[config.mk]
export PLATFORM = sky130hd
export DESIGN_NAME = sort_seq_ctrl
export DESIGN_NICKNAME = d
export VERILOG_FILES = /design/src/rtl/sort_seq_ctrl.sv
export SDC_FILE = /design/constraint.sdc
export NUM_CORES = 1
export LEC_CHECK = 0
export ABC_AREA = 1
export CAP_MARGIN = 10
export CORE_ASPECT_RATIO = 1.5
export CORE_MARGIN = 2
export CORE_UTILIZATION = 53
export CTS_CLUSTER_SIZE = 16
export DETAILED_ROUTE_END_ITERATION = 12
export DONT_BUFFER_PORTS = 1
export PLACE_DENSITY = 0.68
export SYNTH_ARGS = -nofsm -noshare
export SYNTH_HDL_FRONTEND = slang
export SYNTH_SLANG_ARGS = --single-unit
[constraint.sdc]
create_clock -name sys_clk -period 2.3 [get_ports sys_clk]
set_input_delay 0.115 -clock sys_clk [delete_from_list [all_inputs] [get_ports sys_clk]]
set_output_delay 0.115 -clock sys_clk [all_outputs]
set_load 0.005 [all_outputs]
[src/rtl/sort_seq_ctrl.sv]
// rtl/sort_seq_ctrl.sv - block-sort pipeline sequencer
// Feeds 32-element blocks into the E1/E2 sort stages and reports completion.
`timescale 1ns/1ps
module sort_seq_ctrl #(
  parameter int Index_Width = 16,
  parameter int BLK_GAP     = 4,
  parameter int DRAIN_CYC   = 3
) (
  input  logic                   sys_clk,
  input  logic                   sys_rst_n,
  input  logic                   start,
  input  logic                   abort,
  input  logic [Index_Width-1:0] num_elems,
  input  logic                   blk_valid,
  output logic                   blk_ready,
  output logic                   sorter_clr,
  output logic                   sort_en,
  output logic [Index_Width-1:0] index_counter,
  output logic                   last_sort,
  output logic                   busy,
  output logic                   done
);

  localparam int CW = Index_Width + 1;
  localparam int GW = (BLK_GAP < 1) ? 1 : $clog2(BLK_GAP + 1);
  localparam int DW = (DRAIN_CYC < 1) ? 1 : $clog2(DRAIN_CYC + 1);

  typedef enum logic [2:0] {
    S_IDLE,
    S_CLR,
    S_FEED,
    S_DRAIN,
    S_FIN
  } state_t;

  state_t                 state_q, state_d;
  logic [CW-1:0]          nblk_q, nblk_d;
  logic [CW-1:0]          issued_q, issued_d;
  logic [GW-1:0]          gap_q, gap_d;
  logic [DW-1:0]          drain_q, drain_d;
  logic [Index_Width-1:0] index_q, index_d;
  logic                   sort_en_q, sort_en_d;
  logic                   last_q, last_d;
  logic                   abort_clr_q, abort_clr_d;

  logic [CW-1:0] nblk_calc;
  logic [CW-1:0] issued_inc;
  logic          ready_c;
  logic          hs;

  // One extra bit keeps 16'hFFFF elements (2048 blocks) from wrapping.
  assign nblk_calc  = ({1'b0, num_elems} + CW'(31)) >> 5;
  assign issued_inc = issued_q + 1'b1;
  assign ready_c    = (state_q == S_FEED) && (gap_q == '0) && (issued_q < nblk_q);
  assign hs         = blk_valid && ready_c && !abort;

  always_comb begin
    state_d     = state_q;
    nblk_d      = nblk_q;
    issued_d    = issued_q;
    gap_d       = (gap_q != '0) ? gap_q - 1'b1 : gap_q;
    drain_d     = drain_q;
    index_d     = index_q;
    sort_en_d   = 1'b0;
    last_d      = 1'b0;
    abort_clr_d = 1'b0;

    case (state_q)
      S_IDLE: begin
        if (start) begin
          if (num_elems != '0) begin
            nblk_d   = nblk_calc;
            issued_d = '0;
            gap_d    = '0;
            index_d  = '0;
            state_d  = S_CLR;
          end else begin
            state_d = S_FIN;
          end
        end
      end
      S_CLR: begin
        issued_d = '0;
        gap_d    = '0;
        index_d  = '0;
        state_d  = S_FEED;
      end
      S_FEED: begin
        if (hs) begin
          sort_en_d = 1'b1;
          index_d   = issued_inc[Index_Width-1:0];
          issued_d  = issued_inc;
          gap_d     = GW'(BLK_GAP);
          if (issued_inc == nblk_q) begin
            last_d  = 1'b1;
            drain_d = DW'(DRAIN_CYC);
            state_d = S_DRAIN;
          end
        end
      end
      S_DRAIN: begin
        if (drain_q == '0) begin
          state_d = S_FIN;
        end else begin
          drain_d = drain_q - 1'b1;
        end
      end
      S_FIN: begin
        state_d = S_IDLE;
      end
      default: begin
        state_d = S_IDLE;
      end
    endcase

    // Abort overrides any handshake taken in the same cycle.
    if (abort && (state_q == S_CLR || state_q == S_FEED || state_q == S_DRAIN)) begin
      state_d     = S_IDLE;
      abort_clr_d = 1'b1;
      index_d     = '0;
      sort_en_d   = 1'b0;
      last_d      = 1'b0;
      gap_d       = '0;
    end
  end

  always_ff @(posedge sys_clk or negedge sys_rst_n) begin
    if (!sys_rst_n) begin
      state_q     <= S_IDLE;
      nblk_q      <= '0;
      issued_q    <= '0;
      gap_q       <= '0;
      drain_q     <= '0;
      index_q     <= '0;
      sort_en_q   <= 1'b0;
      last_q      <= 1'b0;
      abort_clr_q <= 1'b0;
    end else begin
      state_q     <= state_d;
      nblk_q      <= nblk_d;
      issued_q    <= issued_d;
      gap_q       <= gap_d;
      drain_q     <= drain_d;
      index_q     <= index_d;
      sort_en_q   <= sort_en_d;
      last_q      <= last_d;
      abort_clr_q <= abort_clr_d;
    end
  end

  assign blk_ready     = ready_c;
  assign sorter_clr    = (state_q == S_CLR) || abort_clr_q;
  assign sort_en       = sort_en_q;
  assign index_counter = index_q;
  assign last_sort     = last_q;
  assign busy          = (state_q != S_IDLE);
  assign done          = (state_q == S_FIN);

endmodule
Yosys cells after proc, flatten, opt, wreduce, memory -nomap -nowiden
Index checks and enable logic that the tools add are counted.
Storage, ports and cells
  word-level logic and storage cells: 86
  output and inout bits: 22
  input bits: 21
  bits in registers: 56
Cells by class
  add/subtract/negate cells: 4
  equal/unequal tests: 15
  muxes and demuxes: 34
  reductions and logical operators: 23
  magnitude comparators: 1
Operators with widths (count)
  $mux W16: 4
  $mux W17: 3
  $pmux W17 S3: 1
  $pmux W16 S3: 1
  $mux W3: 11
  $add A16 B5 Y17 const B: 1
  $add A17 B1 Y17 const B: 1
  $eq A17 B12 Y1: 1
  $lt A17 B12 Y1: 1
  $reduce_and A4 Y1: 4
  $reduce_bool A16 Y1: 1
  $pmux W3 S4: 1
  $pmux W3 S3: 1
  $reduce_bool A3 Y1: 3
  $mux W1: 8
  $ne A2 B2 Y1 const B: 4
  $eq A3 B2 Y1 const B: 2
  $logic_not A3 Y1: 2
  $mux W2: 3
  $ne A3 B2 Y1 const B: 2
  $ne A3 B3 Y1 const B: 2
  $logic_and A1 B1 Y1: 5
  $pmux W2 S2: 1
  $reduce_bool A4 Y1: 1
  other kinds (11): 13

Longest topological paths before layout
Gate-level depths: netlist of run 1.
  word-level depth: 8
  depth in mapped cells: 16

Worst setup path after synthesis of run 1
OpenSTA, ideal clock, no wires.
  path kind: reg-to-reg
  start point: reg nblk_q[2]
  end point: reg issued_q[4]
  path buffers: 1
  stages on the path, launching flop included: 14
  data required time: 2172 ps
  slack: 456 ps
  library setup time: 128 ps
  arrival: 1717 ps
  cells stage by stage: dfrtp_1 -> inv_1 -> ha_1 -> nand2_1 -> inv_1 -> o21ai_0 -> nand3_1 -> nand2_1 -> nand2_1 -> nand2_1 -> nand3_4 -> a21oi_4 -> buf_4 -> o21ai_0
On the way
  word-level cells in the longest chain between the ends: 6
Ends and longest elaborated chain
  start, declared: RTL line 37  | logic [CW-1:0] nblk_q, nblk_d;
  start signal, assigned: RTL line 140  | nblk_q <= nblk_d;
  $lt A17 B12 Y1: RTL line 54  | assign ready_c = (state_q == S_FEED) && (gap_q == '0) && (issued_q < nblk_q);
  $logic_and A1 B1 Y1: RTL line 54
  $logic_and A1 B1 Y1 (2 in series): RTL line 55  | assign hs = blk_valid && ready_c && !abort;
  $ne A2 B2 Y1 (no source line)
  $reduce_and A4 Y1 (no source line)
  end signal, assigned: RTL line 141  | issued_q <= issued_d;
  end, declared: RTL line 38  | logic [CW-1:0] issued_q, issued_d;
Every way passes these cells.
A chain may end at the register's enable or synchronous reset.

Final worst setup path of run 1
  start point: reg issued_q[3]
  end point: reg gap_q[1]
On the way
  word-level cells in the longest chain between the ends: 7
Ends and longest elaborated chain
  $lt A17 B12 Y1: RTL line 54
  $logic_and A1 B1 Y1: RTL line 54
  $logic_and A1 B1 Y1 (2 in series): RTL line 55
  $mux W3: RTL line 89  | if (hs) begin
  $pmux W3 S3: RTL line 68  | case (state_q)
  $mux W3: RTL line 117  | if (abort && (state_q == S_CLR || state_q == S_FEED || state_q == S_DRAIN)) begin
  via gap_d[1]: RTL line 39  | logic [GW-1:0] gap_q, gap_d;
  end signal, assigned: RTL line 142  | gap_q <= gap_d;
  end, declared: RTL line 39
The timed path passes the listed nets, and every way through them passes these cells.

==> metrics, run 1 <==
clock root buffer=clkbuf_8; Peak VDD IR=between 0.7 and 0.8 mV; crit-path max FO=7; R2R cell count=14; CP max stage delay=~480 ps; final worst slack=about 75 ps; Avg Cell Area, Syn=7.502 µm²; worst r2r dst=gap_q[1]; worst hold margin=~4.0 ps; CTS Sinks=56; Post-Synthesis Cells=475; vias in the first global route=about 3000; vias=around 3200; critical path required time=about 2600 ps; number of synthesized register bits=56; Final Skew=between 15 and 20 ps; min cycle time layout=2225 ps; top-area cell type share of the netlist area=0.3933; Initial DRC Count=250; area post-placement=approximately 3700 µm²; TritonCTS clock tree=built; DIE AREA=about 7400 µm²; status=finished, final reports clean; Cell Chain, Critical Path=ha_4, nand2_1, inv_2, nand4_1, nand3_2, nand2_2, nand2_2, nand2_4, nand3_4, a21oi_4, buf_12, nor2_4, inv_4, nor2_2; commonest non-fill, non-tap cell in the layout=nand2_1; DR pass1 iterations=4; htree depth=2; drt drc=0; final WL=a little under 9000 µm; Fmax=0.4495 GHz; chip height=about 100 µm; min-delay worst type=input pin to register; post-route ant nets=0; share of layout cells above drive strength 1=0.1745; Synth Warn #=0; number of cell rows=36; cell taking the most area after synthesis=dfrtp_1; CP endpoint kind=register; diodes inserted=0; Syn-to-layout area delta=15.94%; gpl congestion=between 0.9 and 1; Power Dens Cells=900.0 nW/µm²; Post-DP HPWL=about 6400 µm; I/O pin cnt=43; Starting Density=0.5494; Worst Hold Depth=2; post-route cell area=around 4100 µm²; hold_sp=num_elems[5]; Synth area leaders=dfrtp_1, nand2_1, inv_1; synth unique cells=38; Fillers=slightly below 600; Place WS=-53.06 ps; Port Buffers=0; mapped cell area=roughly 3600 µm²; Die Wd=slightly above 70 µm; Synthesized Nets=around 510; Tcrit/Tclk final=0.9672; clock latency on the worst-skew pair=330 ps; CTS clk-pin slew, worst paths=110 ps; largest net degree at the start of global routing=57; number of setup violations in the final report=0; WP buf/inv=3; commonest non-fill, non-tap cells in the layout=nand2_1, inv_1, dfrtp_1, nor2_1, nand3_1; area of the core=between 6000 and 7000 µm²; Leakage=roughly 2.1 nW; critical path data arrival time=around 2500 ps; Clock Tree Buf Depth=2; total gr overflow=0; Tot Pwr=approximately 3.7 mW; worst setup path category=register to register; sequential cell area fraction in the yosys report=0.3933; vias per inst=roughly 5.4; Relative slew margins=0.6392; max-slew violations=0; Total GRT Usage=0.2415; CP dominant cell by count=nand2_2; Worst R2R Setup Slack=80 ps; CP startpoint=issued_q[3]; Worst setup SP type=register; Worst Hold Endpoint=nblk_q[0]; max_cap viols=0; Num CTS Buffers=5; first-pass GRT wire length=14120 µm; initial antenna violation count=0; Reg2Reg Launch Point=issued_q[3]; Fin. Hold Viols=0; DR WL/cell=15.16 µm; cell family with most CP delay=simple AND/OR/NAND/NOR gates; nets=around 550; Worst-Margin Slew=between 500 and 600 ps; slowest CP cell=dfrtp_2
==> worst reg2reg max path, stage by stage (launching register included) <==
cell and delay [ps]:
dfrtp_2 480, ha_4 280, nand2_1 50, inv_2 60
nand4_1 90, nand3_2 110, nand2_2 60, nand2_2 100
nand2_4 70, nand3_4 110, a21oi_4 110, buf_12 160
nor2_4 290, inv_4 90, nor2_2 110
==> sequential cells by signal, indices dropped and copies added, names as in the netlist, 2 cells and up <==
name and count:
issued_q 17, state_q 3, drain_q 2, nblk_q 12, index_counter 16, gap_q 3
==> cells in the mapped netlist <==
cell type,n
a21oi_1,17
clkbuf_8,1
nand3b_1,1
buf_4,2
and2_1,1
buf_2,1
o211ai_2,1
o21a_1,1
nand4_1,12
clkbuf_1,2
xor2_1,5
clkinv_1,1
a21oi_4,1
dfrtp_1,56
o21ai_1,4
xnor2_1,1
nand4_2,2
inv_1,74
nand3_1,42
nand3_4,1
nor3_4,1
nand4_4,1
nor2_4,6
xnor3_1,1
xor3_1,1
buf_6,1
nor2_1,46
o22ai_1,3
o21ai_0,31
nand2_2,5
o21ai_2,3
o221ai_1,1
ha_1,16
nand2_1,121
nand3_2,3
nor3_1,4
nor2_2,2
inv_2,3
==> repair_timing <==
| action | in CTS | in global routing |
|---|---|---|
| pin swaps | 1 | 10 |
| buffers inserted | 1 | 16 |
| setup endpoints to repair | 3 | 28 |
| endpoints found under the hold margin | 59 | 0 |
| cloned | 0 | 2 |
| gates resized for setup | 1 | 29 |
| hold buffers | 5 | 0 |
==> worst max-delay path by stage <==
stage                             to  cells past startpoint
finish                      gap_q[1]                     14
floorplan                issued_q[4]                     13
global route        index_counter[6]                     15
global placement          drain_q[0]                     14
detailed placement        drain_q[0]                     14
CTS                         gap_q[0]                     14
==> per-stage QoR <==
step                setup TNS, ps  cells    util
CTS                             0    568  0.5949
finish                          0    586  0.6370
floorplan                       0    475       -
global route               -108.9    586  0.6370
global placement           -127.3    554  0.5694
detailed placement         -98.58    554  0.5694
==> layout make-up <==
cell class | instances | area [µm²] | area share
clock inverter | 2 | 16.27 | 0.003937
inverter | 78 | 300.3 | 0.07268
multi-input combinational | 334 | 1907 | 0.4615
tap | 76 | 95.09 | 0.02302
timing repair buffer | 34 | 336.6 | 0.08147
clock buffer | 6 | 72.57 | 0.01757
sequential | 56 | 1404 | 0.3398
==> report_power, final <==
group          internal, mW  switching (mW)
Clock                 0.218           0.343
Sequential             1.13          0.0923
Combinational         0.791            1.14
==> layer usage <==
metal | up-vias | share of wire | track usage
met5 | - | 0 | 0
met4 | 0 | 0.035 | 0.09030
met3 | 20 | 0.041 | 0.03973
met2 | 86 | 0.52 | 0.4152
met1 | 1467 | 0.40 | 0.2993
li1 | 1596 | - | -
==> logic make-up after synthesis <==
group                    Yosys count  synth area share
AND/OR/NAND/NOR                  248            0.3276
buffers and inverters             85           0.09691
AO/OA/AOI/OAI                     62           0.09832
flip-flops                        56            0.3933
adder cells (fa/ha/maj)           16           0.05618
XOR/XNOR                           8           0.02774
Note: power is estimated with default switching activity, not from simulation.
==> run 2, diff against run 1 <==
- clock period: 2.3 -> 2.75 ns (I/O delays scaled with it)
==> metrics, run 2 (same netlist as run 1, synthesis figures left out) <==
commonest non-fill, non-tap cell in the layout=nand2_1; max_cap viols=0 (unchanged); vias in the first global route=3005 (+0.91%); DR WL/cell=14.73 µm (-2.8%); Cell Chain, Critical Path=ha_1, nand2_1, inv_1, o21ai_0, nand3_1, nand2_1, nand2_1, nand2_1, nand3_4, a21oi_4, buf_12, nor2_4, inv_2, nor2_1; Worst-Margin Slew=696.3 ps (+159.3 ps); commonest non-fill, non-tap cells in the layout=nand2_1, inv_1, dfrtp_1, nor2_1, nand3_1; drt drc=0 (unchanged); final WL=8265 µm (-7.0%); Num CTS Buffers=5 (unchanged); gpl congestion=0.9030 (-6.9%); max FFs per register=17 (unchanged); initial antenna violation count=0 (unchanged); R2R cell count=14 (unchanged); Fin. Hold Viols=0 (unchanged); Worst Hold Endpoint=nblk_q[8]; Setup Fix Bufs, Post-CTS=0 (-1); CP endpoint kind=register; Die Wd=70.95 µm (unchanged); vias=3047 (-3.8%); Post-DP HPWL=6499 µm (+1.1%); chip height=104.4 µm (unchanged); Most flops, register=issued_q; # hold bufs at CTS=3 (-2); htree depth=2 (unchanged); area of the core=6486 µm² (unchanged); CP dominant cell by count=nand2_1; Starting Density=0.5494 (unchanged); Leakage=1.903 nW (-8.2%); RSZ-0062 raised after global routing=no; total gr overflow=0 (unchanged); max-slew violations=0 (unchanged); Final Skew=19.42 ps (+4.377 ps); slowest CP cell=dfrtp_1; diodes inserted=0 (unchanged); CTS clk-pin slew, worst paths=120 ps (about the same); min-delay worst type=input pin to register; DIE AREA=7409 µm² (unchanged); Reg2Reg Launch Point=issued_q[2]; post-cts repair resize count=0 (-1); vias per inst=5.431 (+0.43%); Total GRT Usage=0.2402 (-0.001277); critical path data arrival time=2540 ps (+40 ps); Peak VDD IR=0.5017 mV (-36%); worst setup path category=register to register; critical path required time=2980 ps (+410 ps); Tcrit/Tclk final=0.8410 (-0.1262); crit-path max FO=18 (+11); Power Dens Cells=710.1 nW/µm² (-21%); Fmax=0.4324 GHz (-3.8%); Worst Hold Depth=2 (unchanged); hold_sp=num_elems[12]; TritonCTS clock tree=built; first-pass GRT wire length=14120 µm (about the same); WP buf/inv=3 (unchanged); number of setup violations in the final report=0 (unchanged); I/O pin cnt=43 (unchanged); Relative slew margins=0.5322 (-0.1070); clock root buffer=clkbuf_8; Worst R2R Setup Slack=440 ps (+360 ps); Initial DRC Count=216 (-14%); post-route ant nets=0 (unchanged); TNS Setup=0 ps (unchanged); nets=521 (-4.6%); status=finished, final reports clean; Syn-to-layout area delta=6.917%; CP max stage delay=490 ps (about the same); min cycle time layout=2313 ps (+88.16 ps); worst r2r dst=gap_q[1]; share of layout cells above drive strength 1=0.08660 (-0.08791); cell family with most CP delay=simple AND/OR/NAND/NOR gates; Worst setup SP type=register; clock latency on the worst-skew pair=330 ps (about the same); largest net degree at the start of global routing=57 (unchanged); number of cell rows=36 (unchanged); DR pass1 iterations=5 (+1); Port Buffers=0 (unchanged); final core utilization=0.5874 (-0.04958); Clock Tree Buf Depth=2 (unchanged); CTS Sinks=56 (unchanged)
[run 2: worst max-delay path by stage]
stage          cells past startpoint        start           to
4_1_cts                           14  issued_q[2]     gap_q[1]
3_3_place_gp                      14  issued_q[2]     gap_q[1]
5_1_grt                           13  issued_q[1]   drain_q[0]
6_report                          14  issued_q[2]     gap_q[1]
2_1_floorplan                     13    nblk_q[2]  issued_q[4]
3_5_place_dp                      14  issued_q[2]     gap_q[1]
[run 2: final cells by class]
cell class | instances | area [µm²]
fill | 627 | 2676
multi-input combinational | 334 | 1817
sequential | 56 | 1401
inverter | 78 | 292.8
timing repair buffer | 9 | 110.1
tap | 76 | 95.09
clock buffer | 5 | 68.82
clock inverter | 3 | 25.02
[run 2: layer usage]
metal	GRT usage	share of wire	up-vias	wire length, µm
li1	-	-	1551	-
met1	0.2895	0.41	1403	3395
met2	0.4239	0.52	73	4283
met3	0.03585	0.037	20	306
met4	0.09164	0.034	0	280
met5	0	0	-	0
[run 2: metrics by stage]
step                      power (mW)  worst slack [ps]  std cells  hold slack, ps  area (µm²)
after floorplan                1.901             905.6        475          -158.1        3563
after global placement         2.179             508.8        548          -156.2        3649
after detailed placement       2.198             469.6        548          -156.2        3649
after CTS                      2.714             447.4        559          0.2761        3790
after global routing           2.928             226.1        561           28.67        3810
final                          2.705             437.2        561           30.98        3810
[run 2: report_power, final]
part           internal (mW)  total, mW  leakage (nW)  switching, mW
clock network          0.187      0.486        0.0452          0.299
logic                  0.390       1.20          1.10          0.807
registers              0.949       1.02         0.758         0.0740
total                   1.53       2.71          1.90           1.18
